## src/rtl/video_timing_pkg.sv

```systemverilog
// rtl/video_timing_pkg.sv - shared video timing defaults and pattern mode encodings
package video_timing_pkg;

  localparam int H_ACTIVE_DEFAULT = 800;
  localparam int V_ACTIVE_DEFAULT = 600;

  typedef enum logic [2:0] {
    MODE_PASS    = 3'd0,
    MODE_BARS    = 3'd1,
    MODE_RAMP    = 3'd2,
    MODE_CHECKER = 3'd3,
    MODE_GRID    = 3'd4,
    MODE_SOLID   = 3'd5,
    MODE_PASS_6  = 3'd6,
    MODE_PASS_7  = 3'd7
  } pattern_mode_e;

endpackage

```

## src/rtl/video_pattern_mux_if.sv

```systemverilog
// rtl/video_pattern_mux_if.sv - pixel stream bundle: frame sync, active strobe and RGB data
interface video_pattern_mux_if #(
  parameter int DATA_WIDTH = 8
);
  logic                  sync;
  logic                  active;
  logic [DATA_WIDTH-1:0] red;
  logic [DATA_WIDTH-1:0] green;
  logic [DATA_WIDTH-1:0] blue;

  modport master (output sync, active, red, green, blue);
  modport slave  (input  sync, active, red, green, blue);
endinterface

```

## src/rtl/video_pixel_coord.sv

```systemverilog
// rtl/video_pixel_coord.sv - x/y pixel position, frame counter and sticky frame-geometry error
module video_pixel_coord #(
  parameter int H_ACTIVE = 800,
  parameter int V_ACTIVE = 600,
  localparam int XW = (H_ACTIVE > 1) ? $clog2(H_ACTIVE) : 1,
  localparam int YW = (V_ACTIVE > 1) ? $clog2(V_ACTIVE) : 1
) (
  input  logic                     clk,
  input  logic                     rst,
  video_pattern_mux_if.slave       pix,
  output logic [XW-1:0]            cur_x,
  output logic [YW-1:0]            cur_y,
  output logic [15:0]              frame_count,
  output logic                     frame_error
);

  logic [XW-1:0] x_q, x_d;
  logic [YW-1:0] y_q, y_d;
  logic [15:0]   frame_count_q, frame_count_d;
  logic          frame_error_q, frame_error_d;
  logic          seen_sync_q, seen_sync_d;

  always_comb begin
    x_d           = x_q;
    y_d           = y_q;
    frame_count_d = frame_count_q;
    frame_error_d = frame_error_q;
    seen_sync_d   = seen_sync_q;
    cur_x         = pix.sync ? '0 : x_q;
    cur_y         = pix.sync ? '0 : y_q;

    // A well-formed frame leaves the counter parked at (0,0) when the next sync arrives.
    if (pix.sync) begin
      frame_count_d = frame_count_q + 16'd1;
      seen_sync_d   = 1'b1;
      if (seen_sync_q && ((x_q != '0) || (y_q != '0))) begin
        frame_error_d = 1'b1;
      end
      x_d = '0;
      y_d = '0;
    end

    if (pix.active) begin
      if (cur_x == XW'(H_ACTIVE - 1)) begin
        x_d = '0;
        y_d = (cur_y == YW'(V_ACTIVE - 1)) ? '0 : cur_y + YW'(1);
      end else begin
        x_d = cur_x + XW'(1);
        y_d = cur_y;
      end
    end
  end

  always_ff @(posedge clk) begin
    if (rst) begin
      x_q           <= '0;
      y_q           <= '0;
      frame_count_q <= '0;
      frame_error_q <= 1'b0;
      seen_sync_q   <= 1'b0;
    end else begin
      x_q           <= x_d;
      y_q           <= y_d;
      frame_count_q <= frame_count_d;
      frame_error_q <= frame_error_d;
      seen_sync_q   <= seen_sync_d;
    end
  end

  assign frame_count = frame_count_q;
  assign frame_error = frame_error_q;

endmodule

```

## src/rtl/video_pattern_mux.sv

```systemverilog
// rtl/video_pattern_mux.sv - test-pattern generator muxed onto a pixel stream, two-stage pipeline
module video_pattern_mux
  import video_timing_pkg::*;
#(
  parameter int H_ACTIVE   = H_ACTIVE_DEFAULT,
  parameter int V_ACTIVE   = V_ACTIVE_DEFAULT,
  parameter int DATA_WIDTH = 8,
  parameter int CHECK_LOG2 = 5
) (
  input  logic                    iClk,
  input  logic                    iRst,
  input  logic                    iPixelSync,
  input  logic                    iPixelActive,
  input  logic [DATA_WIDTH-1:0]   iDataRed,
  input  logic [DATA_WIDTH-1:0]   iDataGreen,
  input  logic [DATA_WIDTH-1:0]   iDataBlue,
  input  logic [2:0]              iMode,
  input  logic                    iScrollEn,
  input  logic [3*DATA_WIDTH-1:0] iSolidRgb,
  output logic                    oPixelSync,
  output logic                    oPixelActive,
  output logic [DATA_WIDTH-1:0]   oDataRed,
  output logic [DATA_WIDTH-1:0]   oDataGreen,
  output logic [DATA_WIDTH-1:0]   oDataBlue,
  output logic [15:0]             oFrameCount,
  output logic                    oFrameError
);

  localparam int XW  = (H_ACTIVE > 1) ? $clog2(H_ACTIVE) : 1;
  localparam int YW  = (V_ACTIVE > 1) ? $clog2(V_ACTIVE) : 1;
  localparam int XW1 = XW + 1;
  localparam int NW  = XW + ((DATA_WIDTH > 3) ? DATA_WIDTH : 3);
  localparam int NW1 = NW + 1;
  localparam int RW  = 2 * NW + 2;
  localparam longint unsigned RECIP_FULL = (64'd1 << NW) / 64'(H_ACTIVE);
  localparam logic [NW:0]     RECIP      = RECIP_FULL[NW:0];
  localparam int unsigned     CELL_MASK  = (32'd1 << CHECK_LOG2) - 32'd1;

  // n / H_ACTIVE via reciprocal multiply; the estimate is at most one low, fixed by one compare.
  function automatic logic [NW:0] div_by_h(input logic [NW-1:0] n);
    logic [RW-1:0] prod;
    logic [RW-1:0] rem;
    logic [NW:0]   q;
    prod = RW'(n) * RW'(RECIP);
    q    = NW1'(prod >> NW);
    rem  = RW'(n) - RW'(q) * RW'(H_ACTIVE);
    if (rem >= RW'(H_ACTIVE)) begin
      q = q + NW1'(1);
    end
    return q;
  endfunction

  video_pattern_mux_if #(.DATA_WIDTH(DATA_WIDTH)) pix_in ();

  assign pix_in.sync   = iPixelSync;
  assign pix_in.active = iPixelActive;
  assign pix_in.red    = iDataRed;
  assign pix_in.green  = iDataGreen;
  assign pix_in.blue   = iDataBlue;

  logic [XW-1:0] cur_x;
  logic [YW-1:0] cur_y;

  video_pixel_coord #(
    .H_ACTIVE (H_ACTIVE),
    .V_ACTIVE (V_ACTIVE)
  ) u_coord (
    .clk         (iClk),
    .rst         (iRst),
    .pix         (pix_in),
    .cur_x       (cur_x),
    .cur_y       (cur_y),
    .frame_count (oFrameCount),
    .frame_error (oFrameError)
  );

  pattern_mode_e           mode_q, mode_d;
  logic [XW-1:0]           offset_q, offset_d;
  logic [XW:0]             x_sum;
  logic                    s1_sync_q, s1_sync_d;
  logic                    s1_active_q, s1_active_d;
  pattern_mode_e           s1_mode_q, s1_mode_d;
  logic [XW-1:0]           s1_x_q, s1_x_d;
  logic [XW-1:0]           s1_xe_q, s1_xe_d;
  logic [YW-1:0]           s1_y_q, s1_y_d;
  logic [DATA_WIDTH-1:0]   s1_red_q, s1_red_d;
  logic [DATA_WIDTH-1:0]   s1_green_q, s1_green_d;
  logic [DATA_WIDTH-1:0]   s1_blue_q, s1_blue_d;
  logic [3*DATA_WIDTH-1:0] s1_solid_q, s1_solid_d;

  // Mode and scroll update on the sync pixel itself so the whole frame sees one setting.
  always_comb begin
    mode_d   = mode_q;
    offset_d = offset_q;
    if (pix_in.sync) begin
      mode_d = pattern_mode_e'(iMode);
      if (iScrollEn) begin
        offset_d = (offset_q == XW'(H_ACTIVE - 1)) ? '0 : offset_q + XW'(1);
      end
    end
    x_sum       = {1'b0, cur_x} + {1'b0, offset_d};
    s1_xe_d     = (x_sum >= XW1'(H_ACTIVE)) ? XW'(x_sum - XW1'(H_ACTIVE)) : XW'(x_sum);
    s1_sync_d   = pix_in.sync;
    s1_active_d = pix_in.active;
    s1_mode_d   = mode_d;
    s1_x_d      = cur_x;
    s1_y_d      = cur_y;
    s1_red_d    = pix_in.red;
    s1_green_d  = pix_in.green;
    s1_blue_d   = pix_in.blue;
    s1_solid_d  = iSolidRgb;
  end

  logic [2:0]            bar_idx;
  logic [DATA_WIDTH-1:0] ramp_val;
  logic                  checker_on;
  logic                  grid_on;
  logic                  out_sync_q, out_sync_d;
  logic                  out_active_q, out_active_d;
  logic [DATA_WIDTH-1:0] out_red_q, out_red_d;
  logic [DATA_WIDTH-1:0] out_green_q, out_green_d;
  logic [DATA_WIDTH-1:0] out_blue_q, out_blue_d;

  always_comb begin
    bar_idx    = 3'(div_by_h(NW'(s1_xe_q) << 3));
    ramp_val   = DATA_WIDTH'(div_by_h(NW'(s1_xe_q) << DATA_WIDTH));
    checker_on = (((32'(s1_xe_q) >> CHECK_LOG2) ^ (32'(s1_y_q) >> CHECK_LOG2)) & 32'd1) != 32'd0;
    grid_on    = (s1_x_q == '0) || (s1_x_q == XW'(H_ACTIVE - 1)) ||
                 (s1_y_q == '0) || (s1_y_q == YW'(V_ACTIVE - 1)) ||
                 ((32'(s1_x_q) & CELL_MASK) == 32'd0) ||
                 ((32'(s1_y_q) & CELL_MASK) == 32'd0);

    out_sync_d   = s1_sync_q;
    out_active_d = s1_active_q;
    out_red_d    = '0;
    out_green_d  = '0;
    out_blue_d   = '0;
    if (s1_active_q) begin
      case (s1_mode_q)
        MODE_BARS: begin
          out_red_d   = {DATA_WIDTH{~bar_idx[1]}};
          out_green_d = {DATA_WIDTH{~bar_idx[2]}};
          out_blue_d  = {DATA_WIDTH{~bar_idx[0]}};
        end
        MODE_RAMP: begin
          out_red_d   = ramp_val;
          out_green_d = ramp_val;
          out_blue_d  = ramp_val;
        end
        MODE_CHECKER: begin
          out_red_d   = {DATA_WIDTH{checker_on}};
          out_green_d = {DATA_WIDTH{checker_on}};
          out_blue_d  = {DATA_WIDTH{checker_on}};
        end
        MODE_GRID: begin
          out_red_d   = {DATA_WIDTH{grid_on}};
          out_green_d = {DATA_WIDTH{grid_on}};
          out_blue_d  = {DATA_WIDTH{grid_on}};
        end
        MODE_SOLID: {out_red_d, out_green_d, out_blue_d} = s1_solid_q;
        default: begin
          out_red_d   = s1_red_q;
          out_green_d = s1_green_q;
          out_blue_d  = s1_blue_q;
        end
      endcase
    end
  end

  always_ff @(posedge iClk) begin
    if (iRst) begin
      mode_q       <= MODE_PASS;
      offset_q     <= '0;
      s1_sync_q    <= 1'b0;
      s1_active_q  <= 1'b0;
      s1_mode_q    <= MODE_PASS;
      s1_x_q       <= '0;
      s1_xe_q      <= '0;
      s1_y_q       <= '0;
      s1_red_q     <= '0;
      s1_green_q   <= '0;
      s1_blue_q    <= '0;
      s1_solid_q   <= '0;
      out_sync_q   <= 1'b0;
      out_active_q <= 1'b0;
      out_red_q    <= '0;
      out_green_q  <= '0;
      out_blue_q   <= '0;
    end else begin
      mode_q       <= mode_d;
      offset_q     <= offset_d;
      s1_sync_q    <= s1_sync_d;
      s1_active_q  <= s1_active_d;
      s1_mode_q    <= s1_mode_d;
      s1_x_q       <= s1_x_d;
      s1_xe_q      <= s1_xe_d;
      s1_y_q       <= s1_y_d;
      s1_red_q     <= s1_red_d;
      s1_green_q   <= s1_green_d;
      s1_blue_q    <= s1_blue_d;
      s1_solid_q   <= s1_solid_d;
      out_sync_q   <= out_sync_d;
      out_active_q <= out_active_d;
      out_red_q    <= out_red_d;
      out_green_q  <= out_green_d;
      out_blue_q   <= out_blue_d;
    end
  end

  assign oPixelSync   = out_sync_q;
  assign oPixelActive = out_active_q;
  assign oDataRed     = out_red_q;
  assign oDataGreen   = out_green_q;
  assign oDataBlue    = out_blue_q;

endmodule

```

## config.mk

```make
export PLATFORM = sky130hd
export DESIGN_NAME = video_pattern_mux
export DESIGN_NICKNAME = d
export VERILOG_FILES = /design/src/rtl/video_timing_pkg.sv /design/src/rtl/video_pattern_mux_if.sv /design/src/rtl/video_pixel_coord.sv /design/src/rtl/video_pattern_mux.sv
export SDC_FILE = /design/constraint.sdc
export NUM_CORES = 1
export LEC_CHECK = 0
export ABC_AREA = 1
export BUFFER_PORTS_ARGS = -buffer_cell sky130_fd_sc_hd__buf_2
export CELL_PAD_IN_SITES_DETAIL_PLACEMENT = 0
export CELL_PAD_IN_SITES_GLOBAL_PLACEMENT = 2
export CORE_MARGIN = 2
export CORE_UTILIZATION = 30
export CTS_CLUSTER_DIAMETER = 40
export CTS_CLUSTER_SIZE = 8
export DETAILED_ROUTE_END_ITERATION = 6
export GPL_TIMING_DRIVEN = 0
export MAX_ROUTING_LAYER = met4
export PLACE_DENSITY = 0.82
export SYNTH_ARGS = -nofsm -noshare
export SYNTH_HDL_FRONTEND = slang
export SYNTH_HIERARCHICAL = 1
export SYNTH_SLANG_ARGS = --single-unit
```

## constraint.sdc

```tcl
create_clock -name iClk -period 8.5 [get_ports iClk]
set_input_delay 0.425 -clock iClk [delete_from_list [all_inputs] [get_ports iClk]]
set_output_delay 0.425 -clock iClk [all_outputs]
set_load 0.01 [all_outputs]
```

==> qor.csv <==
metric,value,unit
crit_path_top_delay_cell,fa_1,
cts.sinks,157,
outcome,finished clean,
p_per_area,135,mW/mm2
grt_max_degree,17,
crit_fanout,10,
num_vias,9708,
core_area,0.0357,mm2
final_cell_mix,"inv_1, nand2_1, nor2_1",
min_period,7.93,ns
holdWs,0.191,ns
fin_util,0.359,
clock_latency,0.43,ns
syn-num-nets,1756,
gp_congestion,0.845,
async_flop_share,0,
max-slew-margin-rel,0.497,
drt_iter0_markers,400,
path_clk_slew,0.07,ns
grt_overflow,0,
worst-setup-path-type,register to register,
fill_cells,3935,
crit_top_cell,nand2_1,
layout.nets,1881,
synth.avg_cell_area,7.02,um2
yosysTopAreaCell,dfxtp_1,
viasPerCell,4.51,
critical_path.top_delay_family,adder cells,
antenna_found_initial,3,
drc,0,
syn_inst,1551,
cts_max_level,4,
tightest_slew,0.754,ns
maxCapViolations,0,
final_max_slew_viol_count,0,
place_inst,2111,
power.leakage,7.02,nW
critical_path_required,8.83,ns
fin_crit_sh,0.933,
max-vdd-ir-drop,148,uV
wl_per_cell,13.8,um
dp_hpwl,24100,um
skew,0.00939,ns
cts_tree,yes,
drt_wl_total,29700,um
synth_edf_count,0,
layout_commonest_cell,inv_1,
instances_no_fill,2153,
ys_warn_count,6,
multiInputGateArea,0.00651,mm2
synth.area.top_cells,"dfxtp_1, ha_1, inv_1",
hold_buffers,0,
die_y,195,um
fp.dieW,195,um
ff_latch_area,0.00317,mm2
area_growth,17.5,%
start_kind,register,
fmax,126,MHz
die_area,0.0379,mm2
netlist.area_leader.share,0.289,
port_buffers,98,
start_util,0.306,
ioPinCount,99,
hold_class,primary input to register,
rows,69,
crit_buf_inv,5,
cts_root_buffer,clkbuf_16,
first_global_vias,9555,
drt-pass1-iter-count,5,
endpoint_kind,register,
netlist_area,0.0109,mm2
ys_types,46,
grt_pass1_wl,48800,um
ys_seq_area_frac,0.289,
synth_seq_cells,157,
numCtsBuffers,17,
setup_violations,0,
critPathMaxStageDelay,0.52,ns
synthFlopType,dfxtp_1,
clockBufferDepth,2,
final_antenna_net_count,0,
hold_viol,0,
grt_usage,0.166,
drive_gt1_frac,0.143,
worstPathArrival,8.27,ns
[kinds of logic after synthesis]
kind of cell / synth area share
buf+inv: 0.130
xor+xnor: 0.0241
simple gates: 0.279
compound gates: 0.0910
fa+ha+maj: 0.188
flops: 0.289
[Yosys cell counts (all sizes together), types with 2 or more instances]
master and number:
a211oi 2, nor3 28, ha 124, fa 25
nand3b 7, a21o 5, nor2 215, o21bai 4
a21oi 93, nor3b 3, nand2 280, a31oi 5
xnor2 10, buf 3, o2111ai 2, nand3 89
nor4 7, nand4 28, o21a 2, clkbuf 23
dfxtp 157, o211ai 4, or2 4, xor2 20
inv 344, o21ai 61
[where the power goes]
part / internal [W] / switching, W / leakage (nW)
combinational: 0.0000722 / 0.000131 / 5.45
clock: 0.000428 / 0.000337 / 0.280
sequential: 0.000756 / 0.00000950 / 1.29
total: 0.00126 / 0.000477 / 7.02
[repair_timing]
item                                    4_1_cts  5_1_grt
endpoints found under the setup margin       24       24
setup buffers                                 0        7
resized for setup                            11       38
pin swaps                                     0        8
[stage by stage]
| step | cell area, um2 | total power (W) | setup TNS (ns) | setup slack (ns) |
|---|---|---|---|---|
| after floorplan | 10900 | 0.000919 | 0 | 1.00 |
| after global routing | 12800 | 0.00181 | -0.0102 | -0.0102 |
| after global placement | 12000 | 0.000988 | -9.22 | -0.444 |
| after CTS | 12600 | 0.00176 | 0 | 0.0308 |
| after detailed placement | 12000 | 0.000990 | -7.88 | -0.415 |
| final | 12800 | 0.00173 | 0 | 0.565 |
[final cells by class]
class                      count  area share
multi-input combinational   1023       0.508
clock buffer                  20      0.0357
clock inverter                12     0.00987
buffer                        26     0.00890
tap                          461      0.0451
sequential                   157       0.247
inverter                     345       0.101
timing repair buffer         106      0.0428
antenna                        3    0.000587
[worst paths after layout]
| path | startpoint | endpoint | slack, ns | depth (start not counted) |
|---|---|---|---|---|
| worst min-delay path | iDataRed[3] | s1_red_q[3]$_SDFF_PP0_ | 0.19 | 3 |
| worst max-delay path | s1_xe_q[8]$_SDFF_PP0_ | oDataBlue[6]$_SDFF_PP0_ | 0.57 | 43 |
| worst max register to register | s1_xe_q[8]$_SDFF_PP0_ | oDataBlue[6]$_SDFF_PP0_ | 0.57 | 43 |
| worst min register to register | out_sync_d$_SDFF_PP0_ | oPixelSync$_SDFF_PP0_ | 0.43 | 2 |
[sequential cells by signal, summed over array words and instances (netlist names), 10 cells and up]
signal,count
u_coord/y_q,10
s1_x_q,10
u_coord/frame_count,16
s1_solid_q,24
u_coord/x_q,10
offset_q,10
s1_y_q,10
s1_xe_q,10
[tightest hold or removal path: stages]
cell    delay [ns]
buf_2         0.08
inv_1         0.03
nor2_1        0.06
[metal layers]
metal / vias up / global-route usage / routed length, um
met5: - / - / 0
met4: 0 / 0.0433 / 458
met3: 29 / 0.0269 / 936
met2: 142 / 0.282 / 14100
met1: 4417 / 0.205 / 14200
li1: 5120 / - / -
Power figures use the tool's default switching activity.
